**src/rtl/signed_display_ctrl.sv**
```systemverilog
// signed_display_ctrl: captures an 8-bit two's-complement value, converts it to sign plus
// three BCD digits with a sequential double-dabble (one shift per clock), and scans the
// committed result onto a 4-digit common-anode seven-segment display.
// Optional build macro: SIGNED_DISPLAY_LZ_BLANK_EN enables leading-zero blanking of the
// hundreds and tens digits.
module signed_display_ctrl #(
    parameter int unsigned REFRESH_DIV = 100000
) (
    input  logic       clk,
    input  logic       rst_n,
    input  logic [7:0] din,
    input  logic       load,
    output logic       busy,
    output logic       done,
    output logic [3:0] an,
    output logic [6:0] seg,
    output logic       dp
);

    localparam int unsigned CW = (REFRESH_DIV > 1) ? $clog2(REFRESH_DIV) : 1;

    localparam logic [6:0] SEG_BLANK = 7'b1111111;
    localparam logic [6:0] SEG_MINUS = 7'b0111111;

    typedef enum logic [1:0] {StIdle, StConv, StDone} state_t;

    state_t      state;
    logic [19:0] sr;          // {hund, tens, ones, mag}
    logic [19:0] adj;
    logic [2:0]  iter;
    logic        sign_work;
    logic [7:0]  mag;

    // committed display registers, only updated on commit
    logic        disp_sign;
    logic [3:0]  disp_hund;
    logic [3:0]  disp_tens;
    logic [3:0]  disp_ones;

    logic [CW-1:0] refresh;
    logic [1:0]    index;

    logic blank_hund;
    logic blank_tens;

    assign mag = din[7] ? (~din + 8'd1) : din;
    assign dp  = 1'b1;

    function automatic logic [6:0] seg_code(input logic [3:0] v);
        logic [6:0] s;
        case (v)
            4'd0:    s = 7'b1000000;
            4'd1:    s = 7'b1111001;
            4'd2:    s = 7'b0100100;
            4'd3:    s = 7'b0110000;
            4'd4:    s = 7'b0011001;
            4'd5:    s = 7'b0010010;
            4'd6:    s = 7'b0000010;
            4'd7:    s = 7'b1111000;
            4'd8:    s = 7'b0000000;
            4'd9:    s = 7'b0010000;
            default: s = SEG_BLANK;
        endcase
        return s;
    endfunction

    // Add-3 correction of every BCD nibble that is 5 or more, ahead of the shift
    always_comb begin
        adj = sr;
        if (sr[19:16] >= 4'd5) adj[19:16] = sr[19:16] + 4'd3;
        if (sr[15:12] >= 4'd5) adj[15:12] = sr[15:12] + 4'd3;
        if (sr[11:8]  >= 4'd5) adj[11:8]  = sr[11:8]  + 4'd3;
    end

    // Conversion FSM: capture, eight shift cycles, one commit cycle
    always_ff @(posedge clk or negedge rst_n) begin
        if (!rst_n) begin
            state     <= StIdle;
            sr        <= '0;
            iter      <= '0;
            sign_work <= 1'b0;
            busy      <= 1'b0;
            done      <= 1'b0;
            disp_sign <= 1'b0;
            disp_hund <= '0;
            disp_tens <= '0;
            disp_ones <= '0;
        end else begin
            done <= 1'b0;
            case (state)
                StIdle: begin
                    if (load) begin
                        sign_work <= din[7];
                        sr        <= {12'd0, mag};
                        iter      <= '0;
                        busy      <= 1'b1;
                        state     <= StConv;
                    end
                end
                StConv: begin
                    sr   <= adj << 1;
                    iter <= iter + 3'd1;
                    if (iter == 3'd7) state <= StDone;
                end
                StDone: begin
                    disp_sign <= sign_work;
                    disp_hund <= sr[19:16];
                    disp_tens <= sr[15:12];
                    disp_ones <= sr[11:8];
                    done      <= 1'b1;
                    busy      <= 1'b0;
                    state     <= StIdle;
                end
                default: begin
                    busy  <= 1'b0;
                    state <= StIdle;
                end
            endcase
        end
    end

    // Free-running digit scan, independent of the conversion
    always_ff @(posedge clk or negedge rst_n) begin
        if (!rst_n) begin
            refresh <= '0;
            index   <= '0;
        end else if (refresh == CW'(REFRESH_DIV - 1)) begin
            refresh <= '0;
            index   <= index + 2'd1;
        end else begin
            refresh <= refresh + CW'(1);
        end
    end

`ifdef SIGNED_DISPLAY_LZ_BLANK_EN
    assign blank_hund = (disp_hund == 4'd0);
    assign blank_tens = (disp_hund == 4'd0) && (disp_tens == 4'd0);
`else
    assign blank_hund = 1'b0;
    assign blank_tens = 1'b0;
`endif

    // Anode and segment decode purely from registered scan index and display registers
    always_comb begin
        an  = ~(4'b0001 << index);
        seg = SEG_BLANK;
        unique case (index)
            2'd0: seg = seg_code(disp_ones);
            2'd1: seg = blank_tens ? SEG_BLANK : seg_code(disp_tens);
            2'd2: seg = blank_hund ? SEG_BLANK : seg_code(disp_hund);
            2'd3: seg = disp_sign ? SEG_MINUS : SEG_BLANK;
        endcase
    end

endmodule

```
**config.mk**
```make
export PLATFORM = sky130hd
export DESIGN_NAME = signed_display_ctrl
export DESIGN_NICKNAME = d
export VERILOG_FILES = /design/src/rtl/signed_display_ctrl.sv
export SDC_FILE = /design/constraint.sdc
export NUM_CORES = 1
export LEC_CHECK = 0
export BUFFER_PORTS_ARGS = -buffer_cell sky130_fd_sc_hd__buf_2
export CAP_MARGIN = 30
export CELL_PAD_IN_SITES_DETAIL_PLACEMENT = 1
export CELL_PAD_IN_SITES_GLOBAL_PLACEMENT = 1
export CORE_MARGIN = 3
export CORE_UTILIZATION = 43
export DETAILED_ROUTE_END_ITERATION = 10
export PLACE_DENSITY = 0.79
export SLEW_MARGIN = 20
export SYNTH_ARGS = -nofsm -noshare
export SYNTH_HDL_FRONTEND = slang
export SYNTH_SLANG_ARGS = --single-unit
```
**constraint.sdc**
```tcl
create_clock -name clk -period 1.8 [get_ports clk]
set_clock_uncertainty 0.15 [all_clocks]
set_input_delay 0.36 -clock clk [delete_from_list [all_inputs] [get_ports clk]]
set_output_delay 0.36 -clock clk [all_outputs]
set_load 0.01 [all_outputs]
```
Yosys cells after proc, flatten, opt, wreduce, memory -nomap -nowiden --
Memories as Yosys holds them, arrays and structs flattened. Index checks and enable logic that the tools add are counted.
Operators by class: bitwise gates (word level) 3, order comparisons 3, add/sub/neg operators 7, reductions and logical operators 7, muxes and demuxes 17, shift-type cells 1, equality and inequality tests 9
Operators with widths (count):
- 20-bit one-hot mux with 2 select lines | 1
- 7-bit one-hot mux with 4 select lines | 1
- 20-bit two-way mux | 1
- 17-bit by 1-bit adder with 17-bit output, second input constant | 1
- 17-bit == test, second input constant | 1
- 17-bit two-way mux | 1
- 4-bit by 3-bit greater-or-equal comparator with 1-bit output, second input constant | 3
- 4-bit by 2-bit adder with 4-bit output, second input constant | 2
- 8-bit by 1-bit adder with 8-bit output, second input constant | 1
- 4-bit two-way mux | 2
- 8-bit two-way mux | 1
- 8-bit inverter | 1
- 2-bit AND reduction | 4
- 7-bit two-way mux | 1
- 2-bit == test, second input constant | 3
- 3-bit two-way mux | 2
- 3-bit one-hot mux with 2 select lines | 1
- 2-bit by 1-bit == test with 1-bit output, second input constant | 2
- 2-bit zero test | 2
- 2-bit two-way mux | 2
- 2-bit != test, second input constant | 2
- 4-bit inverter | 1
- 2-bit one-hot mux with 2 select lines | 1
- 1-bit by 2-bit left shift with 4-bit output, first input constant | 1
- other kinds (8) | 9
Word-level totals: memories kept 3, bits in registers 60, output and inout bits 14, ROM bits 336
Memories:
- (name not given) | words 16, bits a word 7, read ports 1, clocked after Yosys merged registers in 0, write ports 0, RTL line 51 | case (v)
- (name not given) | words 16, bits a word 7, read ports 1, clocked after Yosys merged registers in 0, write ports 0, RTL line 51
- (name not given) | words 16, bits a word 7, read ports 1, clocked after Yosys merged registers in 0, write ports 0, RTL line 51

Logic depth before layout (Yosys ltp) --
Gate-level depths: netlist of the first run.
word-level depth 5, gate-level depth with buffers 6

Worst setup path before layout of the first run --
Ideal clock, no wire load.
path type register to output, start point register disp_hund[1], end point output port seg[1], required time 1290 ps, path buffers 0, data arrival time 1458 ps, cell stages (with the launch flop) 6, slack -168 ps, path through dfrtp_1 > inv_1 > ha_1 > o21ai_0 > a21oi_1 > o41a_1
Between the ends: cells in the longest elaborated chain, start to end 2
RTL lines:
- start, declared | RTL line 36 | logic [3:0] disp_hund;
- start signal, assigned | RTL line 107 | disp_hund <= sr[19:16];
- memory read 16 x 7 bit
- 7-bit one-hot mux with 4 select lines | RTL line 147 | unique case (index)
- end, declared | RTL line 16 | output logic [6:0] seg,
No other way between the ends.

Final worst setup path of the first run --
start point register disp_hund[0], end point output port seg[1]
Same word-level chain as after synthesis.

==> run_results.csv, run 1 <==
group,metric,value,unit
run_status,status,"finished, violations left",
run_status,violations,"negative setup slack",
grt,grt_max_degree,61,
synth,ys_ff_latch,60,
cts,clk_pin_slew_worst_paths,70,ps
cts,clock-sinks,60,
pwr,total_power,5680,uW
cts,root_buffer,"clkbuf_8",
placement,gp_congestion,0.873,
detailed_routing,wl_met3,230,um
synth,ys_types,44,
worst_setup_path,critPathMaxStageDelay,370,ps
finish,syn2layout_area_growth,30.8,%
worst_setup_path,crit_fanout,2,
worst_setup_path,worstReg2RegEnd,"index[1]",
floorplanning,io_pins,25,
pwr,clockPowerShare,21.6,%
grt,grt_pass1_wl,15.7,mm
worst_setup_path,critPathLaunchType,"register",
worst_setup_path,worstPathRequired,1290,ps
placement,portBuffers,23,
detailed_routing,wl_per_cell,16.4,um
sta,setup_viol,18,
worst_setup_path,r2r_cells,4,
grt,grt_pass1_vias,3240,
worst_setup_path,arrival,1780,ps
detailed_routing,vias,3010,
pwr,power_density,1210,nW/um^2
floorplanning,die_w,97.4,um
worst_setup_path,critical_path_class,"reg -> out",
pwr,switchingPower,2120,uW
worst_setup_path,regToRegSetupSlack,-160,ps
hold_path,hold_end,"sr[6]",
detailed_routing,route.top_layer_used,"met4",
hold_path,hp-class,"in -> reg",
detailed_routing,drc_errors,0,
cts,tritoncts,"done",
sta,setup_tns,-3830,ps
pwr,p_int,3560,uW
detailed_routing,met2_length,4.71,mm
detailed_routing,wl_met1,4.12,mm
synth,avgSynthCellArea,9.49,sq um
sta,fmax,436,MHz
finish,final.fill_count,888,
pwr,irDropWorstVdd,623,uV
floorplanning,placementRows,32,
cts,cts.path.max_buffers,2,
floorplanning,die_area,9480,sq um
detailed_routing,viasPerCell,5.35,
run,drv_cap,0,
finish,utilization,59.2,%
synth,synth-main-ff-cell,"dfrtp_1",
sta,fin_crit,2290,ps
worst_setup_path,path_cells,"inv_2 -> ha_1 -> o21ai_1 -> a21oi_1 -> o41a_1 -> buf_2",
pwr,power_frac_seq,36.0,%
sta,hold_viol,0,
synth,synth_area,3590,sq um
cts,clk_latency,330,ps
pwr,p_comb_share,42.4,%
synth,netlist_instances,378,
grt,grt_usage,20.1,%
pwr,p_leak,0.00209,uW
placement,dp_hpwl,6.39,mm
hold_path,min_from,"din[6]",
synth,synth_warnings,0,
grt,grt_overflow,0,
floorplanning,core_area,7930,sq um
synth,synthArstFlopShare,100,%
cts,htree_levels,3,
hold_path,hold_depth,3,
pwr,swShare,37.3,%
detailed_routing,drt_iter0_drc,139,
sta,finalCritPeriodShare,127,%
floorplanning,initial_core_util,45.3,%
detailed_routing,wirelength,9.25,mm
synth,syn-num-nets,421,
sta,slew_viol_final,0,
finish,nets,499,
floorplanning,die_y,97.4,um
detailed_routing,antenna_left,0,
cts,cts_buffers,9,
worst_setup_path,critPathCaptureType,"output pin",
placement,place_ws,-183,ps
grt,antenna_found_initial,0,
finish,final_layout_size_suffix_gt1_share,32.8,%
synth,synth_edf_count,0,
worst_setup_path,crit_slowest_cell,"dfrtp_1",
finish,diodes,0,
sta,rsz0062_at_grt,"yes",
worst_setup_path,r2r-start,"refresh[14]",
sta,setup_slack,-494,ps
synth,seq_area_frac_synth,41.8,%
detailed_routing,dr.pass1.iters,4,
[how the worst max path moves through the flow]
stage	startpoint	slack, ps	to
5_1_grt	disp_hund[1]	-610	seg[0]
6_report	disp_hund[0]	-490	seg[1]
3_3_place_gp	disp_hund[0]	-160	seg[1]
4_1_cts	disp_hund[1]	-530	seg[0]
2_1_floorplan	disp_hund[0]	-100	seg[1]
3_5_place_dp	disp_hund[1]	-180	seg[0]
[placed cells by master, fill, tap and decap left out, types with 4 or more instances in the layout]
cell	count
o22ai_1	6
xnor2_1	20
inv_2	7
nand4_1	4
buf_2	21
nand2_1	38
o211ai_1	4
nor2_2	9
nor2b_1	6
ha_1	25
a32oi_1	5
o21ai_0	27
inv_1	18
buf_4	51
a21oi_1	8
nor2_1	16
dfrtp_1	56
clkbuf_8	11
mux2i_1	4
o21ai_1	5
nand2b_1	10
a22o_1	5
o31ai_1	4
mux2_2	7
dfrtp_2	4
xor2_1	8
nand3_1	8
nor3_1	5
ha_4	6
buf_6	8
a22oi_1	5
[synthesized netlist by cell type (2+ instances only)]
library cell	instances	area (sq um)
a21oi_1	11	55.1
a22o_1	5	43.8
a22oi_1	5	37.5
a32oi_1	5	43.8
and3_1	3	18.8
clkbuf_1	15	56.3
dfrtp_1	60	1500
ha_1	32	400
inv_1	26	97.6
mux2_2	8	90.1
mux2i_1	4	40.0
nand2_1	38	143
nand2b_1	10	62.6
nand3_1	8	40.0
nand4_1	4	25.0
nor2_1	26	97.6
nor2b_1	7	43.8
nor3_1	5	25.0
nor3b_1	2	15.0
nor4_1	2	12.5
o211ai_1	4	30.0
o21a_1	2	15.0
o21ai_0	33	165
o21bai_1	3	22.5
o221ai_1	5	43.8
o22ai_1	6	37.5
o31ai_1	4	30.0
or4_1	2	15.0
xnor2_1	21	184
xor2_1	8	70.1
[flip-flops by register name, indices dropped and copies added (netlist names)]
register	count
disp_hund	4
disp_tens	4
iter	3
disp_sign	1
sr	20
busy	1
index	2
state	2
refresh	17
sign_work	1
disp_ones	4
done	1
[kinds of logic (layout without fill, tap and decap cells)]
group | after synthesis | count (layout) | synth area share [%]
AOI/OAI and AO/OA | 87 | 87 | 15.7
xor gates and xnor gates | 29 | 29 | 7.08
buffers and inverters | 44 | 127 | 4.92
DFF | 60 | 60 | 41.8
other | 1 | 1 | 0.105
muxes | 12 | 12 | 3.63
and+or+nand+nor | 113 | 113 | 15.6
adders and majority gates | 32 | 32 | 11.2
[routing by layer]
layer,vias up,track usage [%]
li1,1469,-
met4,0,7.35
met2,44,34.0
met3,16,4.16
met1,1481,25.5
met5,-,0
[worst max-delay path, delay by kind of cell, from the launching register on]
kind	cells	cell delay [ps]
AOI/OAI and AO/OA	3	600
DFF	1	370
adders and majority gates	1	300
buffers and inverters	2	190
[power groups by stage]
| stage | logic [uW] | registers [uW] | clock network [uW] |
|---|---|---|---|
| 3_3_place_gp | 2070 | 2020 | 0 |
| 5_1_grt | 2700 | 2100 | 1330 |
| 6_report | 2410 | 2050 | 1230 |
| 3_5_place_dp | 2220 | 2040 | 0 |
| 2_1_floorplan | 1460 | 1920 | 0 |
| 4_1_cts | 2340 | 2030 | 1250 |
[metrics by stage]
| stage | std cells | cell area [sq um] | hold WS (ps) |
|---|---|---|---|
| 2_1_floorplan | 378 | 3590 | -85.6 |
| 3_3_place_gp | 535 | 4160 | 234 |
| 6_report | 563 | 4690 | 201 |
| 5_1_grt | 563 | 4690 | 227 |
| 4_1_cts | 558 | 4550 | 200 |
| 3_5_place_dp | 535 | 4160 | 239 |
[cell type report]
| type | count | area, sq um | share of cell area [%] |
|---|---|---|---|
| inverter | 26 | 100 | 2.13 |
| timing repair buffer | 85 | 658 | 14.0 |
| clock inverter | 4 | 47.5 | 1.01 |
| tap | 102 | 128 | 2.72 |
| multi-input combinational | 274 | 2100 | 44.7 |
| clock buffer | 12 | 155 | 3.31 |
| sequential | 60 | 1510 | 32.1 |
[timing repair]
item                       CTS  global route
pin swaps                   16            13
resized for setup           41            27
buffers inserted             5             4
hold buffers                 1             0
hold endpoints to repair    60             0
gates cloned                 1             0
setup endpoints to repair   23            23
(Power assumes the default switching activity.)
==> run 2, diff against run 1 <==
--- a/config.mk
+++ b/config.mk
@@ -7,7 +7,7 @@
 export LEC_CHECK = 0
 export BUFFER_PORTS_ARGS = -buffer_cell sky130_fd_sc_hd__buf_2
 export CAP_MARGIN = 30
-export CELL_PAD_IN_SITES_DETAIL_PLACEMENT = 1
+export CELL_PAD_IN_SITES_DETAIL_PLACEMENT = 0
 export CELL_PAD_IN_SITES_GLOBAL_PLACEMENT = 1
 export CORE_MARGIN = 3
 export CORE_UTILIZATION = 43
==> run_results.csv, run 2 (synthesized netlist as in run 1, its figures left out) <==
group,metric,value,unit
run_status,status,"finished, violations left",
run_status,violations,"negative setup slack",
worst_setup_path,critPathLaunchType,"register",
worst_setup_path,worstPathRequired,1290,ps
cts,tritoncts,"done",
worst_setup_path,critical_path_class,"reg -> out",
sta,hold_viol,0,
placement,portBuffers,23,
grt,antenna_found_initial,0,
pwr,total_power,5520,uW
worst_setup_path,arrival,1780,ps
detailed_routing,drt_iter0_drc,125,
finish,syn2layout_area_growth,31.5,%
cts,clock-sinks,60,
finish,nets,496,
sta,slew_headroom,64.4,%
worst_setup_path,worstReg2RegEnd,"index[1]",
grt,grt_pass1_wl,12.8,mm
pwr,p_leak,0.00207,uW
sta,setup_tns,-3350,ps
grt,grt_pass1_vias,2797,
cts,root_buffer,"clkbuf_8",
worst_setup_path,crit_slowest_cell,"dfrtp_2",
worst_setup_path,endpoint,"seg[1]",
detailed_routing,wirelength,7.52,mm
worst_setup_path,crit_family,"compound AO/OA/AOI/OAI gates",
floorplanning,die_y,97.4,um
finish,reg_top3,"sr x20, refresh x17",
sta,setup_slack,-492,ps
cts,cts_buffers,9,
finish,utilization,59.5,%
cts,clk_latency,330,ps
worst_setup_path,critPathMaxStageDelay,370,ps
floorplanning,die_area,9480,sq um
placement,dp_hpwl,5.30,mm
finish,diodes,0,
sta,slew_viol_final,0,
worst_setup_path,r2r-start,"refresh[14]",
floorplanning,core_area,7930,sq um
detailed_routing,wl_per_cell,13.4,um
finish,layout_commonest_cell,"dfrtp_1",
floorplanning,die_w,97.4,um
finish,largest_register_ffs,20,
worst_setup_path,setup.worst_path.start,"disp_hund[1]",
sta,fin_crit,2290,ps
run,drv_cap,0,
detailed_routing,vias,2914,
sta,setup_viol,18,
finish,final_layout_size_suffix_gt1_share,33.8,%
placement,gp_congestion,0.873,
floorplanning,placementRows,32,
cts,htree_levels,3,
floorplanning,initial_core_util,45.3,%
worst_setup_path,crit_fanout,2,
grt,grt_usage,16.3,%
sta,finalCritPeriodShare,127,%
detailed_routing,dr.pass1.iters,4,
detailed_routing,viasPerCell,5.20,
hold_path,hp-class,"in -> reg",
detailed_routing,drc_errors,0,
worst_setup_path,critPathCaptureType,"output pin",
sta,rsz0062_at_grt,"yes",
floorplanning,io_pins,25,
worst_setup_path,regToRegSetupSlack,-140,ps
worst_setup_path,r2r_cells,4,
worst_setup_path,cp.depth,6,
cts,clk_pin_slew_worst_paths,60,ps
pwr,irDropWorstVdd,656,uV
sta,fmax,436,MHz
sta,hold_slack,212,ps
grt,grt_max_degree,61,
finish,top_register,"sr",
cts,cts.path.max_buffers,2,
grt,grt_overflow,0,
sta,worst-slew-pin-transition,532,ps
finish,final_cell_mix,"57 x dfrtp_1, 47 x buf_4, 38 x nand2_1",
pwr,power_density,1170,nW/um^2
worst_setup_path,path_cells,"inv_2 -> ha_1 -> o21ai_2 -> a21oi_1 -> o41a_1 -> buf_2",
worst_setup_path,cp_num_buf_inv,2,
detailed_routing,antenna_left,0,
run 2: changes by cell type in the layout (fill, tap and decap cells not counted), moves of 3 or more:
cell,change
buf_4,-4
o221ai_2,+3
ha_4,+4
ha_1,-3
run 2: layout make-up:
class,instances,area [sq um]
multi-input combinational,274,2170
clock buffer,13,179
timing repair buffer,82,623
clock inverter,3,18.8
fill,669,3210
sequential,60,1510
inverter,26,97.6
tap,102,128
run 2: worst min-delay path by stage:
| stage | startpoint | to | slack (ps) | cells after the start |
|---|---|---|---|---|
| 3_5_place_dp | rst_n | refresh[16] | 240 | 2 |
| 6_report | din[6] | sr[6] | 210 | 3 |
| 3_3_place_gp | rst_n | refresh[12] | 230 | 2 |
| 4_1_cts | din[4] | sr[4] | 210 | 3 |
| 2_1_floorplan | rst_n | busy | -90 | 0 |
| 5_1_grt | din[6] | sr[6] | 250 | 3 |
run 2: worst reg2reg max path, cell delays in order (launching register included):
cell and delay, ps:
dfrtp_1 380, or4_4 550, nor4b_4 210, and3_4 250, mux2_4 300
run 2: what timing repair did:
action,in CTS,in global routing
endpoints found under the setup margin,22,26
hold buffers,1,0
gates cloned,1,0
hold endpoints to repair,60,0
pin swaps,22,18
setup buffers,5,4
resized for setup,39,38
run 2: where the power goes:
group          switching (uW)  total [uW]  leakage (uW)  internal, uW
clock network             504        1150      0.000105           648
logic                    1160        2320       0.00118          1160
registers                 353        2050      0.000778          1700
total                    2020        5520       0.00207          3500
run 2: per-stage QoR:
| step | setup slack, ps | cells | cell area (sq um) |
|---|---|---|---|
| CTS | -494 | 558 | 4540 |
| global placement | -158 | 535 | 4160 |
| detailed placement | -176 | 535 | 4160 |
| floorplan | -100 | 378 | 3590 |
| finish | -492 | 560 | 4720 |
| global route | -598 | 560 | 4720 |
run 2: per-layer routing:
layer	vias to the layer above	global-route usage, %	part of all wire, %	wire, um
met1	1375	22.2	49	3650
met3	14	3.09	3.9	290
met5	-	0	0	0
met4	0	6.28	1.8	136
met2	57	25.8	46	3440
li1	1468	-	-	-
